===== src/rtl/mem_port_arbiter_if.sv =====
// rtl/mem_port_arbiter_if.sv - IF/DM busywait ports and downstream memory port of mem_port_arbiter
//
// Purpose: groups the three buses the arbiter sits between.
//   IF port : IF_READ, IF_ADDR in; IF_RDATA, IF_BUSYWAIT out (arbiter view)
//   DM port : DM_READ, DM_WRITE, DM_ADDR, DM_WDATA, DM_BE in; DM_RDATA, DM_BUSYWAIT out
//   MEM port: MEM_READ, MEM_WRITE, MEM_ADDR, MEM_WDATA, MEM_BE out; MEM_RDATA, MEM_READY in
// Modports: slave = arbiter view, master = pipeline + memory view.
interface mem_port_arbiter_if #(
   parameter int ADDR_WIDTH = 32,
   parameter int DATA_WIDTH = 32
);
   localparam int BE_WIDTH = DATA_WIDTH / 8;

   logic                  IF_READ;
   logic [ADDR_WIDTH-1:0] IF_ADDR;
   logic [DATA_WIDTH-1:0] IF_RDATA;
   logic                  IF_BUSYWAIT;

   logic                  DM_READ;
   logic                  DM_WRITE;
   logic [ADDR_WIDTH-1:0] DM_ADDR;
   logic [DATA_WIDTH-1:0] DM_WDATA;
   logic [BE_WIDTH-1:0]   DM_BE;
   logic [DATA_WIDTH-1:0] DM_RDATA;
   logic                  DM_BUSYWAIT;

   logic                  MEM_READ;
   logic                  MEM_WRITE;
   logic [ADDR_WIDTH-1:0] MEM_ADDR;
   logic [DATA_WIDTH-1:0] MEM_WDATA;
   logic [BE_WIDTH-1:0]   MEM_BE;
   logic [DATA_WIDTH-1:0] MEM_RDATA;
   logic                  MEM_READY;

   modport slave (
      input  IF_READ, IF_ADDR,
      output IF_RDATA, IF_BUSYWAIT,
      input  DM_READ, DM_WRITE, DM_ADDR, DM_WDATA, DM_BE,
      output DM_RDATA, DM_BUSYWAIT,
      output MEM_READ, MEM_WRITE, MEM_ADDR, MEM_WDATA, MEM_BE,
      input  MEM_RDATA, MEM_READY
   );

   modport master (
      output IF_READ, IF_ADDR,
      input  IF_RDATA, IF_BUSYWAIT,
      output DM_READ, DM_WRITE, DM_ADDR, DM_WDATA, DM_BE,
      input  DM_RDATA, DM_BUSYWAIT,
      input  MEM_READ, MEM_WRITE, MEM_ADDR, MEM_WDATA, MEM_BE,
      output MEM_RDATA, MEM_READY
   );
endinterface


===== src/rtl/mem_port_arbiter.sv =====
// rtl/mem_port_arbiter.sv - shares one single-port memory between the IF and DM busywait ports
//
// Purpose: grants one memory access at a time (IDLE / IF_ACC / DM_ACC). DM wins
// ties unless IF has already lost STARVE_LIMIT grants in a row while waiting.
// Ports:
//   CLK   in  rising-edge clock
//   RESET in  asynchronous active-low reset
//   bus   slave modport of mem_port_arbiter_if (IF port, DM port, MEM port)
module mem_port_arbiter #(
   parameter int ADDR_WIDTH   = 32,
   parameter int DATA_WIDTH   = 32,
   parameter int STARVE_LIMIT = 4
) (
   input  logic              CLK,
   input  logic              RESET,
   mem_port_arbiter_if.slave bus
);
   localparam int BE_WIDTH  = DATA_WIDTH / 8;
   localparam int CNT_WIDTH = (STARVE_LIMIT < 1) ? 1 : $clog2(STARVE_LIMIT + 1);
   localparam logic [CNT_WIDTH-1:0] STARVE_MAX = CNT_WIDTH'(STARVE_LIMIT);

   typedef enum logic [1:0] {
      IDLE   = 2'd0,
      IF_ACC = 2'd1,
      DM_ACC = 2'd2
   } state_t;

   state_t                state_q;
   logic [CNT_WIDTH-1:0]  starve_cnt_q;
   logic [CNT_WIDTH-1:0]  starve_cnt_d;
   logic                  mem_read_q;
   logic                  mem_write_q;
   logic [ADDR_WIDTH-1:0] mem_addr_q;
   logic [DATA_WIDTH-1:0] mem_wdata_q;
   logic [BE_WIDTH-1:0]   mem_be_q;
   logic [DATA_WIDTH-1:0] if_rdata_q;
   logic [DATA_WIDTH-1:0] dm_rdata_q;

   logic dm_req;
   logic if_starved;
   logic grant_dm;
   logic grant_if;
   logic if_done;
   logic dm_done;

   assign dm_req     = bus.DM_READ | bus.DM_WRITE;
   assign if_starved = bus.IF_READ && (starve_cnt_q >= STARVE_MAX);
   assign grant_dm   = (state_q == IDLE) && dm_req && !if_starved;
   assign grant_if   = (state_q == IDLE) && bus.IF_READ && !grant_dm;
   assign if_done    = (state_q == IF_ACC) && bus.MEM_READY;
   assign dm_done    = (state_q == DM_ACC) && bus.MEM_READY;

   // Counts DM wins that left a waiting fetch behind; any IF win, or a DM win
   // with no fetch pending, means IF was not starved and the count restarts.
   always_comb begin
      starve_cnt_d = starve_cnt_q;
      if (grant_if) begin
         starve_cnt_d = '0;
      end else if (grant_dm) begin
         if (!bus.IF_READ) begin
            starve_cnt_d = '0;
         end else if (starve_cnt_q < STARVE_MAX) begin
            starve_cnt_d = starve_cnt_q + 1'b1;
         end
      end
   end

   always_ff @(posedge CLK or negedge RESET) begin
      if (!RESET) begin
         state_q      <= IDLE;
         starve_cnt_q <= '0;
         mem_read_q   <= 1'b0;
         mem_write_q  <= 1'b0;
         mem_addr_q   <= '0;
         mem_wdata_q  <= '0;
         mem_be_q     <= '0;
         if_rdata_q   <= '0;
         dm_rdata_q   <= '0;
      end else begin
         starve_cnt_q <= starve_cnt_d;
         case (state_q)
            IDLE: begin
               // MEM_READY is ignored here: a late pulse from an abandoned
               // access must not complete anything.
               if (grant_dm) begin
                  state_q    <= DM_ACC;
                  mem_addr_q <= bus.DM_ADDR;
                  // Read and write together is treated as a write.
                  if (bus.DM_WRITE) begin
                     mem_write_q <= 1'b1;
                     mem_wdata_q <= bus.DM_WDATA;
                     mem_be_q    <= bus.DM_BE;
                  end else begin
                     mem_read_q  <= 1'b1;
                     mem_wdata_q <= '0;
                     mem_be_q    <= '1;
                  end
               end else if (grant_if) begin
                  state_q     <= IF_ACC;
                  mem_read_q  <= 1'b1;
                  mem_addr_q  <= bus.IF_ADDR;
                  mem_wdata_q <= '0;
                  mem_be_q    <= '1;
               end
            end
            IF_ACC: begin
               if (bus.MEM_READY) begin
                  state_q    <= IDLE;
                  mem_read_q <= 1'b0;
                  // A fetch dropped mid-access discards its result.
                  if (bus.IF_READ) begin
                     if_rdata_q <= bus.MEM_RDATA;
                  end
               end
            end
            DM_ACC: begin
               if (bus.MEM_READY) begin
                  state_q     <= IDLE;
                  mem_read_q  <= 1'b0;
                  mem_write_q <= 1'b0;
                  // Only a still-pending load captures data; stores return none.
                  if (mem_read_q && bus.DM_READ) begin
                     dm_rdata_q <= bus.MEM_RDATA;
                  end
               end
            end
            default: begin
               state_q     <= IDLE;
               mem_read_q  <= 1'b0;
               mem_write_q <= 1'b0;
            end
         endcase
      end
   end

   assign bus.MEM_READ  = mem_read_q;
   assign bus.MEM_WRITE = mem_write_q;
   assign bus.MEM_ADDR  = mem_addr_q;
   assign bus.MEM_WDATA = mem_wdata_q;
   assign bus.MEM_BE    = mem_be_q;

   // Completion data is passed straight through so the pipeline can use it in
   // the same cycle its busywait drops; otherwise the last captured word holds.
   assign bus.IF_RDATA    = if_done ? bus.MEM_RDATA : if_rdata_q;
   assign bus.DM_RDATA    = dm_done ? bus.MEM_RDATA : dm_rdata_q;
   assign bus.IF_BUSYWAIT = bus.IF_READ & ~if_done;
   assign bus.DM_BUSYWAIT = dm_req & ~dm_done;
endmodule

===== src/flat_wrapper.sv =====
// flat-port wrapper written by rule: the top's interface ports become plain ports
module mem_port_arbiter_flat 
#(
   parameter int ADDR_WIDTH   = 32,
   parameter int DATA_WIDTH   = 32,
   parameter int STARVE_LIMIT = 4
)
  (CLK, RESET, bus_IF_READ, bus_IF_ADDR, bus_IF_RDATA, bus_IF_BUSYWAIT, bus_DM_READ, bus_DM_WRITE, bus_DM_ADDR, bus_DM_WDATA, bus_DM_BE, bus_DM_RDATA, bus_DM_BUSYWAIT, bus_MEM_READ, bus_MEM_WRITE, bus_MEM_ADDR, bus_MEM_WDATA, bus_MEM_BE, bus_MEM_RDATA, bus_MEM_READY);
  mem_port_arbiter_if #(.ADDR_WIDTH(ADDR_WIDTH), .DATA_WIDTH(DATA_WIDTH)) bus_i ();
  input  logic CLK;
  input  logic RESET;
  input wire logic [$bits(bus_i.IF_READ)-1:0] bus_IF_READ;
  input wire logic [$bits(bus_i.IF_ADDR)-1:0] bus_IF_ADDR;
  output wire logic [$bits(bus_i.IF_RDATA)-1:0] bus_IF_RDATA;
  output wire logic [$bits(bus_i.IF_BUSYWAIT)-1:0] bus_IF_BUSYWAIT;
  input wire logic [$bits(bus_i.DM_READ)-1:0] bus_DM_READ;
  input wire logic [$bits(bus_i.DM_WRITE)-1:0] bus_DM_WRITE;
  input wire logic [$bits(bus_i.DM_ADDR)-1:0] bus_DM_ADDR;
  input wire logic [$bits(bus_i.DM_WDATA)-1:0] bus_DM_WDATA;
  input wire logic [$bits(bus_i.DM_BE)-1:0] bus_DM_BE;
  output wire logic [$bits(bus_i.DM_RDATA)-1:0] bus_DM_RDATA;
  output wire logic [$bits(bus_i.DM_BUSYWAIT)-1:0] bus_DM_BUSYWAIT;
  output wire logic [$bits(bus_i.MEM_READ)-1:0] bus_MEM_READ;
  output wire logic [$bits(bus_i.MEM_WRITE)-1:0] bus_MEM_WRITE;
  output wire logic [$bits(bus_i.MEM_ADDR)-1:0] bus_MEM_ADDR;
  output wire logic [$bits(bus_i.MEM_WDATA)-1:0] bus_MEM_WDATA;
  output wire logic [$bits(bus_i.MEM_BE)-1:0] bus_MEM_BE;
  input wire logic [$bits(bus_i.MEM_RDATA)-1:0] bus_MEM_RDATA;
  input wire logic [$bits(bus_i.MEM_READY)-1:0] bus_MEM_READY;
  assign bus_i.IF_READ = bus_IF_READ;
  assign bus_i.IF_ADDR = bus_IF_ADDR;
  assign bus_IF_RDATA = bus_i.IF_RDATA;
  assign bus_IF_BUSYWAIT = bus_i.IF_BUSYWAIT;
  assign bus_i.DM_READ = bus_DM_READ;
  assign bus_i.DM_WRITE = bus_DM_WRITE;
  assign bus_i.DM_ADDR = bus_DM_ADDR;
  assign bus_i.DM_WDATA = bus_DM_WDATA;
  assign bus_i.DM_BE = bus_DM_BE;
  assign bus_DM_RDATA = bus_i.DM_RDATA;
  assign bus_DM_BUSYWAIT = bus_i.DM_BUSYWAIT;
  assign bus_MEM_READ = bus_i.MEM_READ;
  assign bus_MEM_WRITE = bus_i.MEM_WRITE;
  assign bus_MEM_ADDR = bus_i.MEM_ADDR;
  assign bus_MEM_WDATA = bus_i.MEM_WDATA;
  assign bus_MEM_BE = bus_i.MEM_BE;
  assign bus_i.MEM_RDATA = bus_MEM_RDATA;
  assign bus_i.MEM_READY = bus_MEM_READY;
  mem_port_arbiter #(.ADDR_WIDTH(ADDR_WIDTH), .DATA_WIDTH(DATA_WIDTH), .STARVE_LIMIT(STARVE_LIMIT)) u_core (.CLK(CLK), .RESET(RESET), .bus(bus_i));
endmodule

===== config.mk =====
export PLATFORM = sky130hd
export DESIGN_NAME = mem_port_arbiter_flat
export DESIGN_NICKNAME = d
export VERILOG_FILES = /design/src/rtl/mem_port_arbiter_if.sv /design/src/rtl/mem_port_arbiter.sv /design/src/flat_wrapper.sv
export SDC_FILE = /design/constraint.sdc
export NUM_CORES = 1
export LEC_CHECK = 0
export CAP_MARGIN = 20
export CORE_MARGIN = 3
export CORE_UTILIZATION = 30
export DETAILED_ROUTE_END_ITERATION = 8
export DONT_BUFFER_PORTS = 1
export MAX_ROUTING_LAYER = met4
export PLACE_DENSITY = 0.53
export SLEW_MARGIN = 10
export SYNTH_ARGS = -nofsm -noshare
export SYNTH_HDL_FRONTEND = slang
export SYNTH_SLANG_ARGS = --single-unit

===== constraint.sdc =====
create_clock -name CLK -period 1.5 [get_ports CLK]
set_input_delay 0.225 -clock CLK [delete_from_list [all_inputs] [get_ports CLK]]
set_output_delay 0.225 -clock CLK [all_outputs]
set_load 0.03 [all_outputs]

* Word-level counts from Yosys, hierarchy flattened
Index checks and enable logic that the tools add are counted.
W data, S select, Z words.
** Word-level totals
- Register bits after elaboration :: 139
- Bits of input ports :: 138
- Output and inout port bits :: 136
- Word-level logic and storage cells :: 73
** Operators by class
- Add/subtract/negate cells :: 1
- Equality and inequality tests :: 9
- Muxes and demuxes :: 26
- Bitwise gates (word level) :: 6
- Reduce and logical (&&, ||, !) cells :: 20
- $lt $le $gt $ge :: 2
** Operators by type and width (number)
- $mux W32 :: 7
- $mux W3 :: 4
- $mux W4 :: 3
- $reduce_and A3 Y1 :: 3
- $logic_and A1 B1 Y1 :: 8
- $mux W1 :: 6
- $mux W2 :: 3
- $ne A3 B1 Y1 const B :: 2
- $reduce_and A2 Y1 :: 3
- $ne A2 B1 Y1 const B :: 2
- $ne A2 B2 Y1 const B :: 2
- $pmux W2 S2 :: 1
- $reduce_and A4 Y1 :: 1
- $add A3 B1 Y3 const B :: 1
- $ge A3 B3 Y1 const B :: 1
- $lt A3 B3 Y1 const B :: 1
- $ne A3 B3 Y1 const B :: 1
- $not A1 Y1 :: 3
- $pmux W1 S3 :: 1
- $and A1 B1 Y1 :: 2
- $eq A2 B1 Y1 const B :: 1
- $eq A2 B2 Y1 const B :: 1
- $logic_not A1 Y1 :: 2
- $logic_not A2 Y1 :: 1
- 4 further kinds :: 4

* Longest topological paths before layout
- Depth after elaboration :: 9
- Gate-level depth with buffers :: 8
- Mapped depth without buffers :: 6

* Least setup slack after synthesis
Ideal clock, no wire load.
- Path kind :: register -> output
- Start :: register u_core.state_q[0]
- End :: output bus_DM_RDATA[10]
- Data arrival time :: 1.410 ns
- Cell stages (with the launch flop) :: 6
- Path slack :: -0.135 ns
- Cell sequence :: dfrtp_1 > inv_1 > ha_1 > nand2_1 > buf_2 > mux2_2
** Between the ends
- Cells in the longest elaborated chain, start to end :: 3
** RTL lines
- start: declaration :: line mem_port_arbiter.sv:28 : state_t state_q;
- start signal: assignment :: line mem_port_arbiter.sv:70 : state_q <= IDLE;
- start signal: assignment :: line mem_port_arbiter.sv:86 : state_q <= DM_ACC;
- start signal: assignment :: line mem_port_arbiter.sv:99 : state_q <= IF_ACC;
- $eq A2 B2 Y1 :: line mem_port_arbiter.sv:51 : assign dm_done = (state_q == DM_ACC) && bus.MEM_READY;
- $logic_and A1 B1 Y1 :: line mem_port_arbiter.sv:51
- $mux W32 :: line mem_port_arbiter.sv:145 : assign bus.DM_RDATA = dm_done ? bus.MEM_RDATA : dm_rdata_q;
- end: declaration :: line flat_wrapper.sv:21 : output wire logic [$bits(bus_i.DM_RDATA)-1:0] bus_DM_RDATA;
Every way passes these cells.

* Final worst setup path
- Start :: register u_core.state_q[1]
- End :: output bus_DM_RDATA[30]
The elaborated chain is that of the path after synthesis.

==> flow_summary.json <==
{
  "p_leak_nw": 4.77,
  "area_delta_synth_final_pct": 67.6,
  "via_per_inst": 5.23,
  "fin_skew_ns": 0.00980,
  "p_switching_mw": 11.5,
  "met3_wirelength_mm": 1.71,
  "placed_cell_area_mm2": 0.00692,
  "detail_route.wl_per_cell_um": 22.8,
  "postSynthCellCount": 509,
  "multi_input_area_mm2": 0.00360,
  "required_ns": 1.27,
  "vias": 5103,
  "highest_layer": "met4",
  "firstDrtPassIters": 4,
  "crit_type": "reg -> out",
  "clkPwrFrac_pct": 17.5,
  "finalCritPeriodShare_pct": 133,
  "drive_gt1_share_pct": 51.1,
  "total_power_mw": 25.9,
  "grt_max_degree": 140,
  "synth-edff-count": 0,
  "synth_ff_type": "dfrtp_1",
  "final_area_mm2": 0.0105,
  "power_density_mw_per_mm2": 2480,
  "yosys_warnings": 0,
  "seq_area_mm2": 0.00348,
  "seqPwrFrac_pct": 34.3,
  "synth.distinct_cells": 26,
  "failed_checks": "hold timing, setup timing",
  "synth_seq_cells": 139,
  "grt_pass1_vias": 5637,
  "dpl_worst_slack_ns": -0.173,
  "die-area_mm2": 0.0226,
  "finish.utilization_pct": 51.4,
  "fin_ws_ns": -0.495,
  "setup_viol": 203,
  "status": "complete, but fails checks",
  "async_flop_share_pct": 100,
  "hold_viol": 139,
  "cts-buffers-inserted": 17,
  "initial_utilization_pct": 30.7,
  "fill_cells": 1652,
  "io_buffer_count": 0,
  "cp-start-kind": "flop",
  "gp_congestion": 0.783,
  "drc": 0,
  "drv_slew": 0,
  "cts_tree": "done",
  "rsz0062_at_grt": "yes",
  "worst_pin_slew_ns": 0.461,
  "grt_pass1_wl_mm": 32.4,
  "cts.sinks": 139,
  "fin_hold_ws_ns": -0.484,
  "reg2reg_depth": 7,
  "die_h_um": 150,
  "max_freq_ghz": 0.501,
  "avgSynthCellArea_um2": 12.3,
  "synth_top_area_share_pct": 55.7,
  "routed_wl_mm": 22.3,
  "antenna_found_initial": 1,
  "drv_cap": 0,
  "fin_nets": 834,
  "yosysTopAreaCell": "dfrtp_1",
  "synth_area_leaders": "dfrtp_1, mux2_2, a21oi_1",
  "drt_iter0_drc": 158,
  "dr_wl_met2_mm": 11.3,
  "ant_nets": 0,
  "arrival_ns": 1.77,
  "place_inst": 774,
  "cts_root_buffer": "clkbuf_16",
  "globalRouteOverflowTotal": 0,
  "synth.cell_area_mm2": 0.00625,
  "clk_pin_slew_worst_paths_ns": 0.06,
  "comb_power_share_pct": 48.2,
  "final.setup.tns_ns": -52.61,
  "crit_path_max_fanout": 11,
  "ios": 274,
  "core_mm2": 0.0204,
  "hold_class": "in -> async",
  "dp_hpwl_mm": 11.2,
  "setup.worst_path.end_class": "output port",
  "synthTopCellsByCount": "dfrtp_1, mux2_2, a21oi_1, nand2_1, nor2_1",
  "relSlewSlack_pct": 69.3,
  "clkLatencyLatePin_ns": 0.41,
  "grt_usage_pct": 19.4,
  "intPower_mw": 14.4,
  "core.rowCount": 52,
  "min_period_ns": 2.00,
  "fin_cells": 976,
  "p_sw_share_pct": 44.4,
  "r2r_start": "u_core.state_q[1]",
  "cts_buffer_depth": 2,
  "vdd_ir_drop_max_mv": 1.33,
  "cp-startpoint": "u_core.state_q[1]",
  "die_x_um": 150,
  "r2r_end": "u_core.if_rdata_q[26]",
  "cts_max_level": 4,
  "wl_met1_mm": 8.71,
  "synth_nets": 651,
  "synth.most_common_cell": "dfrtp_1",
  "r2r_slack_ns": -0.28,
  "yosysSeqAreaShare_pct": 55.7
}
## cell families (layout without fill, tap and decap cells)
logic type	count (synthesis)	after routing	synth area share, %
AOI/OAI and AO/OA	117	117	12.1
adders and majority gates	4	4	0.801
buffers and inverters	39	235	3.10
DFF	139	139	55.7
muxes	128	128	23.1
other	0	1	0
and+or+nand+nor	82	82	5.23
## power by group through the flow
| stage | combinational [mW] | sequential [mW] | clock (mW) |
|---|---|---|---|
| after floorplan | 6.79 | 8.37 | 0 |
| after global placement | 8.04 | 8.75 | 0 |
| after detailed placement | 8.26 | 8.77 | 0 |
| after CTS | 12.3 | 8.84 | 4.62 |
| after global routing | 13.2 | 9.10 | 4.80 |
| final | 12.5 | 8.90 | 4.52 |
## worst max-delay path by stage
stage | to | slack, ns | depth (start not counted)
finish | bus_DM_RDATA[30] | -0.50 | 5
global route | bus_DM_RDATA[5] | -0.57 | 5
CTS | bus_IF_RDATA[10] | -0.51 | 6
detailed placement | u_core.bus.MEM_ADDR[15] | -0.17 | 7
global placement | bus_DM_RDATA[9] | -0.15 | 5
floorplan | bus_IF_RDATA[10] | -0.05 | 5
## area by class of cell
class	count	area share (%)
timing repair buffer	198	22.9
sequential	139	33.2
inverter	5	0.203
clock inverter	8	1.23
clock buffer	24	4.89
multi-input combinational	331	34.4
antenna	1	0.0239
tap	270	3.23
## critical path, cell delays in order, from the launching register on
cell     delay (ns)
dfrtp_1        0.41
buf_6          0.14
ha_4           0.17
nand2_8        0.11
buf_16         0.16
mux2_4         0.36
## timing repair
item / 4_1_cts / 5_1_grt
endpoints found under the hold margin: 275 / 147
pin swaps: 69 / 68
hold buffers: 119 / 8
setup buffers: 28 / 12
gates resized for setup: 195 / 104
cloned: 20 / 3
setup endpoints to repair: 201 / 205
## routing by layer
metal / GRT usage, % / vias to the layer above
met2: 32.8 / 264
met5: - / -
li1: - / 2186
met1: 22.0 / 2609
met4: 7.00 / 0
met3: 5.42 / 44
## sequential cells by signal, indices dropped and copies added (netlist names)
signal	flops
u_core.bus.MEM_WDATA	32
u_core.state_q	2
u_core.starve_cnt_q	3
u_core.dm_rdata_q	32
u_core.bus.MEM_WRITE	1
u_core.bus.MEM_READ	1
u_core.bus.MEM_ADDR	32
u_core.bus.MEM_BE	4
u_core.if_rdata_q	32
## cells in the final DEF, fill, tap and decap left out, types with 3 or more instances in the layout
cell           Yosys  routed
a21oi_1           66       4
buf_12             0      19
dfrtp_1          139     139
o21ai_1            2       3
nand2_4            0      32
nor2_1            34      20
buf_6              0      20
clkbuf_16          0      20
dlygate4sd3_1      0     127
nor2_2             0      10
nor2_4             0       4
nand2_1           39       3
buf_4              5      13
buf_8              0       8
a21oi_2            0      53
mux2_4             0      81
a21oi_4            1      10
bufinv_16          0       3
o21ai_2            0       3
mux2_2           128      47
o22a_1             5       5
buf_16             0       7
a22o_1            32      32
clkbuf_8           0       6
ha_4               0       3
No activity file was read; power rests on OpenSTA's default activity.
